## config.mk

```make
export PLATFORM = sky130hd
export DESIGN_NAME = syzygy_adc_align_ctrl
export DESIGN_NICKNAME = d
export VERILOG_FILES = /design/src/rtl/syzygy_adc_align_ctrl.sv
export SDC_FILE = /design/constraint.sdc
export NUM_CORES = 1
export LEC_CHECK = 0
export ABC_CLOCK_PERIOD_IN_PS = 4450
export CAP_MARGIN = 20
export CELL_PAD_IN_SITES_DETAIL_PLACEMENT = 1
export CELL_PAD_IN_SITES_GLOBAL_PLACEMENT = 1
export CORE_MARGIN = 2
export CORE_UTILIZATION = 41
export CTS_CLUSTER_DIAMETER = 120
export DETAILED_ROUTE_END_ITERATION = 16
export GPL_TIMING_DRIVEN = 0
export PLACE_DENSITY_LB_ADDON = 0.25
export SKIP_CTS_REPAIR_TIMING = 1
export SLEW_MARGIN = 20
export SYNTH_ARGS = -nofsm -noshare
export SYNTH_HDL_FRONTEND = slang
export SYNTH_SLANG_ARGS = --single-unit
```

## constraint.sdc

```tcl
create_clock -name slow_clk -period 4.45 [get_ports slow_clk]
set_input_delay 0.89 -clock slow_clk [delete_from_list [all_inputs] [get_ports slow_clk]]
set_output_delay 0.89 -clock slow_clk [all_outputs]
set_load 0.02 [all_outputs]
```

## src/rtl/syzygy_adc_align_ctrl.sv

```systemverilog
// Frame-word alignment for the SYZYGY ADC deserializer. It sweeps the IDELAY taps and bitslips
// until frame_q holds FRAME_PATTERN for LOCK_COUNT cycles, then keeps watch over the lock.
//
// state    | meaning
// IDLE     | waiting for start
// LOAD_TAP | dly_load pulse with dly_cntvalue applied to the IDELAYs
// SETTLE   | wait SETTLE_CYCLES after a tap load or bitslip, frame_q ignored
// CHECK    | compare frame_q, count down the remaining consecutive matches
// SLIP     | bitslip pulse, advance slip_count
// LOCKED   | aligned, count down the tolerated consecutive mismatches
// FAIL     | every tap and slip combination exhausted
module syzygy_adc_align_ctrl #(
  parameter logic [7:0] FRAME_PATTERN = 8'hF0,
  parameter int         SETTLE_CYCLES = 4,
  parameter int         LOCK_COUNT    = 16,
  parameter logic [8:0] TAP_STEP      = 9'd32,
  parameter logic [8:0] TAP_MAX       = 9'd480,
  parameter int         LOSS_COUNT    = 3
) (
  input  logic       slow_clk,
  input  logic       reset_n,
  input  logic       start,
  input  logic [7:0] frame_q,
  output logic       bitslip,
  output logic       dly_load,
  output logic [8:0] dly_cntvalue,
  output logic [2:0] slip_count,
  output logic       busy,
  output logic       locked,
  output logic       fail,
  output logic       lock_lost
);

  localparam int SW = (SETTLE_CYCLES > 1) ? $clog2(SETTLE_CYCLES) : 1;
  localparam int MW = (LOCK_COUNT > 1) ? $clog2(LOCK_COUNT) : 1;
  localparam int LW = (LOSS_COUNT > 1) ? $clog2(LOSS_COUNT) : 1;

  localparam logic [SW-1:0] SETTLE_LOAD = SW'(SETTLE_CYCLES - 1);
  localparam logic [MW-1:0] MATCH_LOAD  = MW'(LOCK_COUNT - 1);
  localparam logic [LW-1:0] MISS_LOAD   = LW'(LOSS_COUNT - 1);

  typedef enum logic [2:0] {
    IDLE,
    LOAD_TAP,
    SETTLE,
    CHECK,
    SLIP,
    LOCKED,
    FAIL
  } state_t;

  state_t        state;
  logic [SW-1:0] settle_cnt;
  logic [MW-1:0] match_cnt;
  logic [LW-1:0] miss_cnt;

  logic       frame_ok;
  logic [9:0] next_tap;
  logic       tap_room;

  assign frame_ok = (frame_q == FRAME_PATTERN);
  // one extra bit so a step past TAP_MAX is caught instead of wrapping to a low tap
  assign next_tap = {1'b0, dly_cntvalue} + {1'b0, TAP_STEP};
  assign tap_room = (next_tap <= {1'b0, TAP_MAX});

  always_ff @(posedge slow_clk or negedge reset_n) begin
    if (!reset_n) begin
      state        <= IDLE;
      dly_cntvalue <= '0;
      slip_count   <= '0;
      settle_cnt   <= '0;
      match_cnt    <= '0;
      miss_cnt     <= '0;
      bitslip      <= 1'b0;
      dly_load     <= 1'b0;
      busy         <= 1'b0;
      locked       <= 1'b0;
      fail         <= 1'b0;
      lock_lost    <= 1'b0;
    end else begin
      bitslip   <= 1'b0;
      dly_load  <= 1'b0;
      lock_lost <= 1'b0;

      case (state)
        IDLE, FAIL: begin
          if (start) begin
            dly_cntvalue <= '0;
            slip_count   <= '0;
            dly_load     <= 1'b1;
            busy         <= 1'b1;
            locked       <= 1'b0;
            fail         <= 1'b0;
            state        <= LOAD_TAP;
          end
        end

        LOAD_TAP: begin
          settle_cnt <= SETTLE_LOAD;
          state      <= SETTLE;
        end

        SETTLE: begin
          match_cnt <= MATCH_LOAD;
          if (settle_cnt == '0) begin
            state <= CHECK;
          end else begin
            settle_cnt <= settle_cnt - SW'(1);
          end
        end

        CHECK: begin
          if (frame_ok) begin
            if (match_cnt == '0) begin
              locked   <= 1'b1;
              busy     <= 1'b0;
              miss_cnt <= MISS_LOAD;
              state    <= LOCKED;
            end else begin
              match_cnt <= match_cnt - MW'(1);
            end
          end else if (slip_count != 3'd7) begin
            bitslip <= 1'b1;
            state   <= SLIP;
          end else if (tap_room) begin
            dly_cntvalue <= next_tap[8:0];
            slip_count   <= '0;
            dly_load     <= 1'b1;
            state        <= LOAD_TAP;
          end else begin
            fail  <= 1'b1;
            busy  <= 1'b0;
            state <= FAIL;
          end
        end

        SLIP: begin
          slip_count <= slip_count + 3'd1;
          settle_cnt <= SETTLE_LOAD;
          state      <= SETTLE;
        end

        LOCKED: begin
          // a restart request wins over a coincident loss of lock
          if (start) begin
            dly_cntvalue <= '0;
            slip_count   <= '0;
            dly_load     <= 1'b1;
            busy         <= 1'b1;
            locked       <= 1'b0;
            state        <= LOAD_TAP;
          end else if (frame_ok) begin
            miss_cnt <= MISS_LOAD;
          end else if (miss_cnt == '0) begin
            lock_lost    <= 1'b1;
            dly_cntvalue <= '0;
            slip_count   <= '0;
            dly_load     <= 1'b1;
            busy         <= 1'b1;
            locked       <= 1'b0;
            state        <= LOAD_TAP;
          end else begin
            miss_cnt <= miss_cnt - LW'(1);
          end
        end

        default: state <= IDLE;
      endcase
    end
  end

endmodule
```

# Word level (Yosys, flattened, before mapping)
# Cells that the tools add are included.
[classes]
n_reduce_logical = 21
order_cmp = 1
n_mux = 70
addsub = 5
eq_ne = 25
[op_table]
columns = ["op", "n"]
rows = [
  ["9-bit 2-to-1 mux", 7],
  ["3-bit 2-to-1 mux", 16],
  ["1-bit 2-to-1 mux", 29],
  ["9-bit case mux with 3 select lines", 1],
  ["2-bit inequality test (second input constant)", 11],
  ["3-bit inequality test (second input constant)", 7],
  ["7-bit AND reduction", 3],
  ["3-bit case mux with 5 select lines", 1],
  ["5-bit AND reduction", 3],
  ["2-bit 2-to-1 mux", 6],
  ["3-bit case mux with 4 select lines", 1],
  ["9-bit by 6-bit adder with 10-bit output (second input constant)", 1],
  ["10-bit by 9-bit <= comparator with 1-bit output (second input constant)", 1],
  ["3-bit == test (second input constant)", 3],
  ["1-bit case mux with 3 select lines", 3],
  ["8-bit == test (second input constant)", 1],
  ["4-bit 2-to-1 mux", 2],
  ["2-bit case mux with 2 select lines", 2],
  ["4-bit case mux with 2 select lines", 1],
  ["2-bit nonzero test", 4],
  ["3-bit by 2-bit == test with 1-bit output (second input constant)", 2],
  ["6-bit AND reduction", 1],
  ["2-bit logical NOT", 2],
  ["4-bit logical NOT", 1],
  ["11 further kinds", 13],
]
[word_totals]
in_bits = 11
output_inout_bits = 18
elab_cells = 134
regBits = 29

# Longest topological paths before layout
# Gate-level depths: netlist of the first run.
[logic_depth]
ltp_word = 6
ltp_mapped = 7
depth_no_buf = 7

# Worst setup path before layout of the first run
# OpenSTA, ideal clock, no wires.
[synth_path]
kind = "input -> register"
from = "input port frame_q[2]"
to = "register state[0]"
stages = 5
setup_ns = 0.125
n_path_buf = 0
slack_ns = 2.397
required_ns = 4.325
arrival_ns = 1.928
path_cell_list = "and4bb_2 > a22oi_1 > o22ai_2 > a21oi_2 > mux2_4"
[synth_via]
elab_chain_cells = 3
elab_cells_between_ends = 6
cone_classes = "3 x eq/ne; 2 x mux; 1 x reduce/logical"
[synth_rtl]
columns = ["item", "line", "source"]
rows = [
  ["start: declaration", "23", "input logic [7:0] frame_q,"],
  ["8-bit == test *", "61", "assign frame_ok = (frame_q == FRAME_PATTERN);"],
  ["3-bit inequality test (no source line) or 3-bit 2-to-1 mux (tied branches)", "n/a", ""],
  ["5-bit AND reduction (no source line) or 3-bit case mux with 5 select lines (tied branches)", "n/a", ""],
  ["end signal: assignment", "68", "state <= IDLE;"],
  ["end signal: assignment", "94", "state <= LOAD_TAP;"],
  ["end signal: assignment", "100", "state <= SETTLE;"],
  ["end: declaration", "52", "state_t state;"],
]
# Every way passes the cells marked *; elsewhere a longest branch is shown, timed or not.
# A chain may end at the register's enable or synchronous reset.

# Worst setup path after layout of the first run
[layout_path]
from = "input port start"
to = "register state[0]"
[layout_via]
elab_chain_cells = 2
elab_cells_between_ends = 6
cone_classes = "3 x eq/ne; 2 x mux; 1 x reduce/logical"
[layout_rtl]
columns = ["item", "line", "source"]
rows = [
  ["start: declaration", "22", "input logic start,"],
  ["3-bit inequality test (no source line), or another cell as far along", "n/a", ""],
  ["5-bit AND reduction (no source line) or 3-bit case mux with 5 select lines (tied branches)", "n/a", ""],
]
# Parallel ways exist; a longest one is shown, timed or not.

==> results by stage, run 1 <==
Placement:
- At the end of routability-driven placement, the weighted congestion stood at 0.821.
- Port buffering added 23 buffers.
- The HPWL after detailed placement is 2.77 mm.

Critical path:
- The capture instance of the worst register-to-register path is state[0].
- STA puts the critical path data required time at 4.68 ns.
- The kind of launch point of the worst setup path is a primary input.
- The worst register-to-register path begins at match_cnt[0].
- The arrival time at the worst endpoint is 2.53 ns.
- The length in cells of the worst reg-to-reg path is 7.
- The worst setup path is captured at a register.
- The kind of critical path is primary input to register.
- The critical path launch point is start.
- The largest fanout on the critical path is 6.
- The setup check on the worst reg-to-reg path leaves a slack of 2.48 ns.

Logic synthesis:
- The synthesized netlist occupies a cell area of 0.00143 mm².
- The Yosys step of the flow raised 0 warnings.
- Of all flip-flops after synthesis, the portion carrying an async set or reset was 100%.
- The number of register bits inferred by synthesis is 24.
- The number of standard cells after synthesis is 155.
- The most frequently used flop master after synthesis is sky130_fd_sc_hd__dfrtp_1.
- In the post-synthesis netlist, the cell with the most instances is sky130_fd_sc_hd__dfrtp_1.
- The proportion of netlist area held by the largest area contributor is 42.0%.
- The leading area contributor after synthesis is sky130_fd_sc_hd__dfrtp_1.
- The number of unique standard cell types used by synthesis is 42.
- By area the synthesized netlist is led by sky130_fd_sc_hd__dfrtp_1 42%, sky130_fd_sc_hd__ha_1 5.3%, sky130_fd_sc_hd__nand2_1 5.0%, sky130_fd_sc_hd__buf_4 3.2%, sky130_fd_sc_hd__inv_1 3.2%.
- After synthesis, the most frequently instantiated cells are 24 x sky130_fd_sc_hd__dfrtp_1, 19 x sky130_fd_sc_hd__nand2_1, 12 x sky130_fd_sc_hd__inv_1.
- The mean area per synthesized cell is 9.22 µm².
- The number of synthesized flops with an enable pin is 0.
- The register area share after synthesis is 42.0%.

CTS:
- The number of clock buffers added by TritonCTS is 3.
- The post-CTS clock slew at the launch and capture registers of the worst setup and hold paths is 0.13 ns.
- The number of levels the H-tree was split into is 1.
- The clock passes through at most 2 buffers.
- The tree is rooted in a sky130_fd_sc_hd__clkbuf_4.
- At the later pin of the worst-skew pair, clock insertion delay measures 0.33 ns.
- The clock drives 24 sinks.
- The TritonCTS clock tree is yes.

Worst hold path:
- The startpoint identified for the worst hold timing path is miss_cnt[0].
- The number of instances on the worst hold path is 1.
- The worst hold path terminates at miss_cnt[0].
- The type of the worst min-delay path is register to register.

Floorplan:
- The initial cell density of the core is 42.8%.
- The overall die area is 0.00397 mm².
- The number of I/O pins is 29.
- The core region is 0.00334 mm².
- In this run the vertical extent of the chip is 63.0 µm.
- The initialized floorplan defines 21 standard-cell rows.
- From left edge to right edge, the die measures 63.0 µm.

Timing:
- Of the available clock period, the critical path in the final layout requires 51.7%.
- The measured slew at the worst slew-check pin is 0.563 ns.
- The sum of negative setup slack is 0 ns.
- The final clock skew is 0.00361 ns.
- The final max-slew violation count was 0.
- Derived from the worst setup path, the maximum achievable clock frequency is 435 MHz.
- The headroom to the max-slew limit is 62.5%.
- The total of endpoints with negative setup slack in the final report is 0.
- The count of endpoints failing hold in the final timing report is 0.
- The routed design could run at a clock period as short as 2.30 ns.
- Setup repair after global routing left no endpoint under its margin.

Global routing:
- In the global route stage, met2 resource usage came out at 34.6%.
- The number of global-route vias before repair is 1380.
- Global routing finished with a remaining overflow of 0.
- The first global-routing pass estimated 6.11 mm of wire.
- The number of antenna violations at the first check in global routing is 0.
- The busiest layer in global routing is met2.
- Entering global routing, the biggest net connects 25 pins.
- Global routing used 19.6% of the available tracks across all layers.
- The routing usage on met3 is 4.32%.
- In the global route stage, met1 resource usage came out at 22.4%.

Power and ir drop:
- The analysis attributes to cell leakage a power of 0.794 nW.
- Dividing total power by cell area gives a power density of 496 mW/mm².
- The peak supply drop is 0.204 mV.
- The completed layout was analyzed and its total power is 0.868 mW.

Detailed routing:
- Dividing the detail-routed wire length by the instance count gives 15.3 µm.
- In the routed layout, each cell is associated on average with a via count of 5.34.
- The violation count after the first detailed-route iteration is 27.
- The detail route stage leaves a number of antenna-violating nets equal to 0.
- For this block, the via count after detailed routing is 1234.
- The detailed-route DRC error count is 0.
- The first detailed-routing pass ran for 4 iterations.
- The final wirelength is 3.54 mm.

Layout:
- The number of antenna diodes in the final layout is 0.
- The fraction of final layout cells with drive strength greater than 1 is 11.9%.
- Fill cells in the final layout number 409.
- The net count of the finished layout is 204.
- The layout overhead on the synthesized area is 22.4%.

Run status:
- The flow ran to the end, and the final reports show no timing, DRC or antenna violations.

Job:
- The number of maximum-capacitance violations is 0.
[cell type report]
class | instances | area [µm²] | share of cell area [%]
inverter | 12 | 45.0 | 2.58
multi-input combinational | 113 | 729 | 41.7
tap | 46 | 57.6 | 3.29
sequential | 24 | 601 | 34.3
buffer | 10 | 68.8 | 3.93
clock buffer | 3 | 22.5 | 1.29
timing repair buffer | 23 | 225 | 12.9
[layer usage]
layer / vias up / part of all wire [%]
met4: 0 / 2.2
met5: - / 0
met3: 7 / 4.4
met2: 27 / 51
met1: 600 / 42
li1: 600 / -
[state kept, by name (all words and copies together) (netlist names)]
signal	flops
match_cnt	4
slip_count	3
miss_cnt	2
dly_cntvalue	4
fail	1
state	3
settle_cnt	2
bitslip	1
locked	1
busy	1
dly_load	1
lock_lost	1
[kinds of logic after synthesis]
logic type / after synthesis / synth area share [%]
other: 1 / 0.262
XOR/XNOR: 3 / 1.84
buffers and inverters: 22 / 7.97
multiplexers: 3 / 2.45
flip-flops: 24 / 42.0
AND/OR/NAND/NOR: 60 / 23.4
AO/OA/AOI/OAI: 36 / 16.8
adder cells (fa/ha/maj): 6 / 5.25
[worst max path at each step]
stage                      endpoint  slack (ns)  cells past startpoint
floorplan                  state[0]        2.40                      5
global placement           state[0]        1.83                      6
detailed placement         state[0]        1.81                      6
CTS                 dly_cntvalue[7]        2.14                      1
global route               state[0]        2.04                      6
finish                     state[0]        2.15                      6
[layout by cell type, fill, tap and decap left out, types with 3 or more instances in the layout]
cell / n
sky130_fd_sc_hd__and2_1: 3
sky130_fd_sc_hd__xor2_1: 3
sky130_fd_sc_hd__clkdlybuf4s50_1: 22
sky130_fd_sc_hd__a21oi_2: 3
sky130_fd_sc_hd__a21oi_1: 6
sky130_fd_sc_hd__nand3_1: 4
sky130_fd_sc_hd__nor2_1: 7
sky130_fd_sc_hd__nand2_1: 19
sky130_fd_sc_hd__o21ai_1: 4
sky130_fd_sc_hd__nor3_1: 6
sky130_fd_sc_hd__dfrtp_1: 24
sky130_fd_sc_hd__and4bb_2: 3
sky130_fd_sc_hd__a31oi_1: 5
sky130_fd_sc_hd__ha_1: 6
sky130_fd_sc_hd__clkbuf_4: 3
sky130_fd_sc_hd__or3_1: 3
sky130_fd_sc_hd__nand2b_1: 3
sky130_fd_sc_hd__inv_1: 12
sky130_fd_sc_hd__o21ai_0: 6
sky130_fd_sc_hd__conb_1: 5
sky130_fd_sc_hd__nand4_1: 3
sky130_fd_sc_hd__buf_4: 6
[per-stage QoR]
stage / std cells / instance area, µm² / hold slack (ns) / utilization, % / setup slack, ns
2_1_floorplan: 159 / 1440 / 0.440 / - / 2.40
3_3_place_gp: 228 / 1730 / 0.453 / 51.9 / 1.83
3_5_place_dp: 228 / 1730 / 0.471 / 51.9 / 1.81
4_1_cts: 231 / 1750 / 0.488 / 52.6 / 2.14
5_1_grt: 231 / 1750 / 0.530 / 52.4 / 2.04
6_report: 231 / 1750 / 0.488 / 52.4 / 2.15
[critical path, cell delays in order]
cell,delay [ns]
sky130_fd_sc_hd__clkdlybuf4s50_1,0.58
sky130_fd_sc_hd__and4bb_2,0.29
sky130_fd_sc_hd__a21oi_2,0.15
sky130_fd_sc_hd__o22ai_2,0.14
sky130_fd_sc_hd__a21oi_2,0.16
sky130_fd_sc_hd__mux2_4,0.31
[power by group]
group	internal, mW	total [mW]	switching (mW)
logic	0.191	0.450	0.259
registers	0.272	0.318	0.0454
clock network	0.0319	0.0999	0.0680
total	0.495	0.868	0.373
Power figures use the tool's default switching activity.
==> inputs of run 2 (changes only) <==
Settings changed: ABC_CLOCK_PERIOD_IN_PS 4450 to 2000, CORE_UTILIZATION 41 to 34.
Clock period 4.45 ns to 2 ns, I/O delays scaled along.
==> run 2 against run 1 <==
Final area rose by 2.1%. Global-route usage down 1.7 points. Non-clock buffer count grew 1. Utilization fell by 8.1 points. Critical endpoint unchanged. First-iteration DRC count increased by 15%. Clock-buffer cell count stayed put. Sequential power rose by 120%. Total power is 130% higher.
==> results by stage, run 2 (synthesized netlist as in run 1, its figures left out) <==
Detailed routing:
- The detailed-route via count is 1241 (was 1234).
- The detailed-route DRC error count came to 0 (unchanged).
- The wire length per cell is 15.6 µm (was 15.3 µm).
- The uppermost layer routed is met4 (unchanged).
- The number of nets with antenna violations after detailed routing is 0 (unchanged).
- The routed via count divided by cell count is 5.26 (was 5.34).
- The final wirelength is 3.68 mm (was 3.54 mm).
- The number of search-and-repair iterations in the first detailed-routing pass was 4 (unchanged).
- The detailed-routed wire length on met2 is 1.83 mm (was 1.81 mm).
- The wire length on met3 is 203 µm (was 157 µm).
- The total routed wire length on the met1 layer is 1.60 mm (was 1.49 mm).
- The violation count after the first detailed-route iteration was 31 (was 27).

Worst hold path:
- The type of the worst min-delay path is primary input to async pin (was register to register).

Floorplan:
- The vertical die dimension is 68.8 µm (was 63.0 µm).
- The total number of placement rows is 23 (was 21).
- The number of I/O pins is 29 (unchanged).
- The standard cell core area came to 0.00403 mm² (was 0.00334 mm²).
- The overall die area was 0.00474 mm² (was 0.00397 mm²).
- The horizontal die dimension is 68.8 µm (was 63.0 µm).
- The initial cell density of the core is 35.5% (was 42.8%).

Critical path:
- The critical path depth is 7 (was 6).
- The cell type of the slowest stage on the worst timing path is sky130_fd_sc_hd__dfrtp_1 (was sky130_fd_sc_hd__clkdlybuf4s50_1).
- The arrival time at the worst endpoint is 2.08 ns (was 2.53 ns).
- The length in cells of the worst reg-to-reg path is 7 (unchanged).
- The kind of launch point of the worst setup path is a register (was primary input).
- The kind of end point of the critical path is a register (unchanged).
- The cell family with the largest share of critical-path delay is compound AO/OA/AOI/OAI gates (was buffers and inverters).
- Cells traversed along the worst timing path: inv_1 > ha_1 > or3b_1 > a21oi_2 > o22ai_2 > a21oi_2 > mux2_4 (was clkdlybuf4s50_1 > and4bb_2 > a21oi_2 > o22ai_2 > a21oi_2 > mux2_4).
- The required arrival time at the worst endpoint is 2.16 ns (was 4.68 ns).
- The largest fanout on the critical path is 4 (was 6).
- The delay of the slowest cell on the worst path is 0.42 ns (was 0.58 ns).
- The buffers plus inverters on the worst setup path is 1 (unchanged).
- The dominant cell type by count on the critical path is sky130_fd_sc_hd__a21oi_2 (unchanged).
- The kind of critical path is register to register (was primary input to register).

CTS:
- The largest buffer count on any clock path is 2 (unchanged).
- The buffer cell driving the clock tree root is sky130_fd_sc_hd__clkbuf_8 (was sky130_fd_sc_hd__clkbuf_4).
- The number of levels the H-tree was split into was 1 (unchanged).
- The count of clock tree sinks is 24 (unchanged).
- The post-CTS clock slew at the launch and capture registers of the worst setup and hold paths is 0.09 ns (was 0.13 ns).
- The TritonCTS clock tree is yes (unchanged).
- The TritonCTS buffer count came to 3 (unchanged).
- The later-pin clock latency in the skew report is 0.27 ns (was 0.33 ns).

Placement:
- The routability-driven placement congestion ratio is 0.810 (was 0.821).
- The half-perimeter wire length after placement is 2.82 mm (was 2.77 mm).
- The number of port buffers is 23 (unchanged).
- The instance count after placement with tap cells included is 232 (was 228).

Layout:
- The commonest non-fill, non-tap cell in the layout is sky130_fd_sc_hd__dfrtp_1 (unchanged).
- The fraction of final layout cells with drive strength greater than 1 came to 12.9% (was 11.9%).
- Commonest cells after routing, fill and taps aside: 24 x sky130_fd_sc_hd__dfrtp_1, 22 x sky130_fd_sc_hd__clkdlybuf4s50_1, 19 x sky130_fd_sc_hd__nand2_1 (unchanged).
- The final standard cell count with taps included and fillers excluded came to 236 (was 231).
- The layout overhead on the synthesized area was 25.0% (was 22.4%).
- The final-stage net count is 205 (was 204).
- The count of antenna diodes in the layout is 0 (unchanged).
- The number of fill cells in the layout was 495 (was 409).
- Largest registers in the final layout: dly_cntvalue: 4 flops, match_cnt: 4 flops (unchanged).

Timing:
- After layout, the worst path uses 96.2% of the clock period.
- The headroom to the max-slew limit was 61.4% (was 62.5%).
- The count of endpoints failing hold in the final timing report is 0 (unchanged).
- The total of endpoints with negative setup slack in the final report is 0 (unchanged).
- The sum of negative setup slack came to 0 ns (unchanged).
- The highest attainable clock frequency is 520 MHz.
- The measured slew at the worst slew-check pin came to 0.579 ns (was 0.563 ns).
- The final max-slew violation count is 0 (unchanged).
- The minimum clock period after layout is 1.92 ns.
- The final clock skew is 0.00646 ns (was 0.00361 ns).

Global routing:
- The number of antenna violations at the first check in global routing is 0 (unchanged).
- The overall overflow remaining after global route is 0 (unchanged).
- The global-route wire length before repair came to 6.19 mm (was 6.11 mm).
- The number of global-route vias before repair was 1308 (was 1380).
- The maximum number of pins on one net before global-route repair is 25 (unchanged).
- The total routing resource utilization after global routing is 17.9% (was 19.6%).

Power and ir drop:
- The peak supply drop is 0.504 mV (was 0.204 mV).
- The leakage power figure is 0.806 nW (was 0.794 nW).
- The power per unit of standard cell area is 1140 mW/mm² (was 496 mW/mm²).

Run status:
- Result of the run: finished clean (unchanged).

Job:
- The number of maximum-capacitance violations is 0 (unchanged).
==> run 2: layer usage <==
metal  GRT usage (%)  vias to the layer above
met2            32.8                       35
met4            3.92                        0
li1                -                      600
met1            21.6                      602
met5               0                        -
met3            3.57                        4
==> run 2: path summary, 6_finish.rpt <==
kind                               from      endpoint  slack, ns
max                        match_cnt[0]      state[0]       0.08
max in group asynchronous       reset_n  match_cnt[0]       1.49
max reg2reg                match_cnt[0]      state[0]       0.08
min                             reset_n          fail       0.12
min reg2reg                 miss_cnt[0]   miss_cnt[0]       0.49
min in group slow_clk       miss_cnt[0]   miss_cnt[0]       0.49
==> run 2: power breakdown <==
group / leakage (nW) / internal [mW] / switching, mW
clock network: 0.0216 / 0.135 / 0.155
logic: 0.499 / 0.437 / 0.594
registers: 0.286 / 0.607 / 0.104
==> run 2: worst reg2reg max path, cell delays in order, from the launching register on <==
cell	delay (ns)
sky130_fd_sc_hd__dfrtp_1	0.42
sky130_fd_sc_hd__inv_1	0.08
sky130_fd_sc_hd__ha_1	0.17
sky130_fd_sc_hd__or3b_1	0.38
sky130_fd_sc_hd__a21oi_2	0.17
sky130_fd_sc_hd__o22ai_2	0.15
sky130_fd_sc_hd__a21oi_2	0.16
sky130_fd_sc_hd__mux2_4	0.30
==> run 2: cell type report <==
class	count	area (µm²)	area share [%]
plain buffers	10	68.8	3.85
repair buffers	24	233	13.0
well taps	50	62.6	3.50
multi-input cells	113	736	41.2
flip-flops and latches	24	601	33.6
inverters	12	45.0	2.52
clock buffers	3	41.3	2.31
==> run 2: stage by stage <==
| stage | power, mW | hold slack (ns) | setup slack (ns) | area [µm²] | utilization [%] |
|---|---|---|---|---|---|
| global route | 2.22 | 0.150 | -0.0123 | 1790 | 44.3 |
| CTS | 2.03 | 0.492 | 0.0468 | 1780 | 44.1 |
| global placement | 1.68 | 0.456 | -0.122 | 1740 | 43.1 |
| floorplan | 1.39 | 0.104 | 0.220 | 1440 | - |
| detailed placement | 1.74 | 0.479 | -0.171 | 1740 | 43.1 |
| finish | 2.03 | 0.119 | 0.0757 | 1790 | 44.3 |
